File: src/rtl/and_or_pipe.sv
// and_or_pipe: pipelined (in1 & in2) | in3 with PASS/INV/ACC/LOAD modes.
// Ports: clk, reset, in_valid, in1..in3, mode -> out_valid, out, acc, hit_count.
module and_or_pipe #(
  parameter int WIDTH  = 8,
  parameter int STAGES = 2
) (
  input  logic             clk,
  input  logic             reset,
  input  logic             in_valid,
  input  logic [WIDTH-1:0] in1,
  input  logic [WIDTH-1:0] in2,
  input  logic [WIDTH-1:0] in3,
  input  logic [1:0]       mode,
  output logic             out_valid,
  output logic [WIDTH-1:0] out,
  output logic [WIDTH-1:0] acc,
  output logic [15:0]      hit_count
);

  localparam logic [1:0] M_PASS = 2'b00;
  localparam logic [1:0] M_INV  = 2'b01;
  localparam logic [1:0] M_ACC  = 2'b10;
  localparam logic [1:0] M_LOAD = 2'b11;

  logic [WIDTH-1:0] w_f;
  logic [WIDTH-1:0] w_r;
  logic [WIDTH-1:0] w_acc_nxt;
  logic             w_acc_we;
  logic             w_hit;

  logic [STAGES-1:0] r_vld;
  logic [WIDTH-1:0]  r_dat [STAGES];
  logic [WIDTH-1:0]  r_acc;
  logic [15:0]       r_hit;

  assign w_f = (in1 & in2) | in3;

  always_comb begin
    w_r       = w_f;
    w_acc_nxt = r_acc;
    w_acc_we  = 1'b0;
    unique case (mode)
      M_PASS: w_r = w_f;
      M_INV:  w_r = ~w_f;
      M_ACC: begin
        w_r       = r_acc | w_f;
        w_acc_nxt = r_acc | w_f;
        w_acc_we  = in_valid;
      end
      M_LOAD: begin
        w_r       = w_f;
        w_acc_nxt = w_f;
        w_acc_we  = in_valid;
      end
      default: w_r = w_f;
    endcase
  end

  always_ff @(posedge clk) begin
    if (reset) begin
      r_vld <= '0;
      for (int i = 0; i < STAGES; i++)
        r_dat[i] <= '0;
    end else begin
      r_vld[0] <= in_valid;
      if (in_valid)
        r_dat[0] <= w_r;
      for (int i = 1; i < STAGES; i++) begin
        r_vld[i] <= r_vld[i-1];
        if (r_vld[i-1])
          r_dat[i] <= r_dat[i-1];
      end
    end
  end

  always_ff @(posedge clk) begin
    if (reset)
      r_acc <= '0;
    else if (w_acc_we)
      r_acc <= w_acc_nxt;
  end

  // Count all-ones results leaving the pipe; stick at the top value.
  assign w_hit = r_vld[STAGES-1] && (&r_dat[STAGES-1]);

  always_ff @(posedge clk) begin
    if (reset)
      r_hit <= '0;
    else if (w_hit && (r_hit != 16'hFFFF))
      r_hit <= r_hit + 16'd1;
  end

  assign out_valid = r_vld[STAGES-1];
  assign out       = r_dat[STAGES-1];
  assign acc       = r_acc;
  assign hit_count = r_hit;

endmodule

File: config.mk
export PLATFORM = sky130hd
export DESIGN_NAME = and_or_pipe
export DESIGN_NICKNAME = d
export VERILOG_FILES = /design/src/rtl/and_or_pipe.sv
export SDC_FILE = /design/constraint.sdc
export NUM_CORES = 1
export LEC_CHECK = 0
export CAP_MARGIN = 20
export CORE_UTILIZATION = 25
export DETAILED_ROUTE_END_ITERATION = 8
export PLACE_DENSITY = 0.49
export SLEW_MARGIN = 20
export SYNTH_ARGS = -nofsm -noshare
export SYNTH_HDL_FRONTEND = slang
export SYNTH_SLANG_ARGS = --single-unit
export TNS_END_PERCENT = 50
File: constraint.sdc
create_clock -name clk -period 2.38 [get_ports clk]
set_clock_uncertainty 0.1 [all_clocks]
set_input_delay 0.238 -clock clk [delete_from_list [all_inputs] [get_ports clk]]
set_output_delay 0.238 -clock clk [all_outputs]
set_load 0.05 [all_outputs]
==> qor.yml <==
outcome:
  status: "completed"
synthesis:
  ys_seq_area_share_pct: 45.22
  synthesis.area_mm2: 0.002213
  ys_seq_elements: 42
  synth_cells: 226
  ys_warn_count: 0
  synth_cell_types: 40
  syn_nets: 259
  ys_async_sr_fraction_pct: 0
  synth_edf_count: 16
  synth_ff_type: "dfxtp_1"
  postSynthAreaPerCell_um2: 9.794
route:
  drt_first_pass_iters: 4
  via_per_inst: 4.930
  wl_um: 5120
  drt-initial-drc-count: 83
  wl_per_cell_um: 13.30
  ant_nets: 0
  drc: 0
  num_vias: 1898
critical_path:
  critPathMaxFanout: 8
  worstPathRequired_ns: 2.04
  slowest_delay_ns: 0.86
  crit_type: "register to output pin"
  start_kind: "register"
  critPathTopFamily: "buffers and inverters"
  cp-end-kind: "output pin"
  crit_chain: "clkdlybuf4s50_1"
  cp_data_arrival_time_ns: 1.67
  crit_path_top_delay_cell: "clkdlybuf4s50_1"
  worst-path-buf-inv: 1
place:
  place_inst: 377
  finalWeightedCongestion: 0.7547
  portBuffers: 61
  place_hpwl_um: 3800
timing:
  hold_viol_final: 0
  tns_ns: 0
  slew_viol_final: 0
  max-slew-margin-rel_pct: 64.33
  max_clock_freq_mhz: 499.2
  rsz0062_at_grt: "no"
  layout_min_cycle_time_ns: 2.003
  setup_viol: 0
  tightest_slew_ns: 0.5350
  period_share_pct: 84.17
clocking:
  cts_buffers: 5
  cts_tree: "done"
  clock_path_buffers: 2
  postCtsHoldBufs: 0
  cts-root-buf: "clkbuf_8"
  cts_resized: 0
  clk_pin_slew_ns: 0.08
  cts_setup_buffers: 0
  insertion_delay_ns: 0.29
  cts.sinks: 42
  cts.htree.levels: 2
layout:
  layoutNonFillerInstCount: 385
  final_nets: 312
  drive_gt1_share_pct: 8.929
  n_antenna_cell: 0
  final_util_pct: 35.04
  synthToLayoutAreaGrowth_pct: 32.67
global_routing:
  grtUsageTotal_pct: 12.03
  grt_pass1_wl_um: 8528
  grt_max_degree: 24
  antenna_found_initial: 0
  grt_pass1_vias: 1730
  grt_remaining_overflow: 0
floorplanning:
  die_area_mm2: 0.009233
  io_pins: 62
  initial_core_util_pct: 26.41
  die_w_um: 96.09
  row_count: 33
  die_h_um: 96.09
  core_mm2: 0.008382
pwr:
  power.total_mw: 1.516
  vdd_drop_max_uv: 252.4
  power.density_mw_per_mm2: 516.4
  leakagePower_nw: 1.027
flow_run:
  maxCapViolCount: 0
worst_hold_path:
  hp-class: "register to register"
-- flip-flops by register name, indices dropped and copies added (netlist names) --
signal     flops
r_vld          2
hit_count     16
r_dat         16
acc            8
-- cell families (layout without fill, tap and decap cells) --
kind of cell	after synthesis	in the layout	share of synthesized area (%)
AOI/OAI and AO/OA	68	68	20.52
adders and majority gates	4	4	2.261
buffers and inverters	26	80	7.574
DFF	42	42	45.22
muxes	3	3	1.526
and+or+nand+nor	83	83	22.89
-- cell usage after synthesis, drive strengths merged, types with 8 or more instances --
library cell / count / area (um2)
nand4: 10 / 92.59
a21o: 8 / 60.06
o31ai: 9 / 67.56
nand2: 8 / 30.03
o21ai: 10 / 50.04
edfxtp: 16 / 480.5
a22oi: 8 / 60.06
a22o: 8 / 70.07
a21oi: 19 / 95.09
nor2b: 12 / 75.07
dfxtp: 26 / 520.5
buf: 15 / 125.1
nor2: 22 / 82.58
or4: 9 / 67.56
-- final timing paths --
kind	from	to	slack [ns]	cells after the start
max	hit_count[6]	hit_count[6]	0.38	1
min reg2reg	r_vld[0]	r_vld[1]	0.38	1
min	r_vld[0]	r_vld[1]	0.38	1
max reg2reg	hit_count[0]	hit_count[11]	0.42	6
-- worst reg2reg max path: stages (launching register included) --
cell,delay [ns]
dfxtp_1,0.42
ha_1,0.38
nand3_1,0.14
nor4_2,0.29
buf_4,0.20
nor4_1,0.06
mux2_2,0.28
-- report_power, final --
part | total (mW) | switching (mW) | internal (mW)
Clock | 0.445 | 0.244 | 0.201
Sequential | 0.800 | 0.0161 | 0.784
Combinational | 0.272 | 0.151 | 0.121
Total | 1.52 | 0.411 | 1.11
-- routing by layer --
layer	global-route usage, %	up-vias	routed length (um)
met5	0	-	0
met4	4.478	0	69
met3	3.081	6	327
met2	17.38	59	2333
met1	17.06	878	2390
li1	-	955	-
-- final cells by class --
| cell class | count | area, um2 |
|---|---|---|
| multi-input cells | 158 | 1045 |
| fillers | 861 | 5445 |
| well taps | 105 | 131.4 |
| clock inverters | 3 | 16.27 |
| clock buffers | 5 | 68.82 |
| flip-flops and latches | 42 | 1001 |
| repair buffers | 67 | 655.6 |
| inverters | 5 | 18.77 |
-- stage by stage --
| step | setup WS [ns] | area (um2) | hold slack, ns |
|---|---|---|---|
| after floorplan | 0.1731 | 2213 | 0.2210 |
| after global placement | 0.4282 | 2851 | 0.3664 |
| after detailed placement | 0.4385 | 2851 | 0.3724 |
| after CTS | 0.3376 | 2937 | 0.3854 |
| after global routing | 0.2869 | 2937 | 0.4156 |
| final | 0.3767 | 2937 | 0.3801 |
-- cells in the final DEF, fill, tap and decap left out, types with 9 or more instances in the layout --
master            n
clkdlybuf4s50_1  61
dfxtp_1          26
nor2_1           22
a21oi_1          19
edfxtp_1         16
nor2b_1          12
o21ai_0           9
o31ai_1           9
or4_1             9
Power figures use the tool's default switching activity.
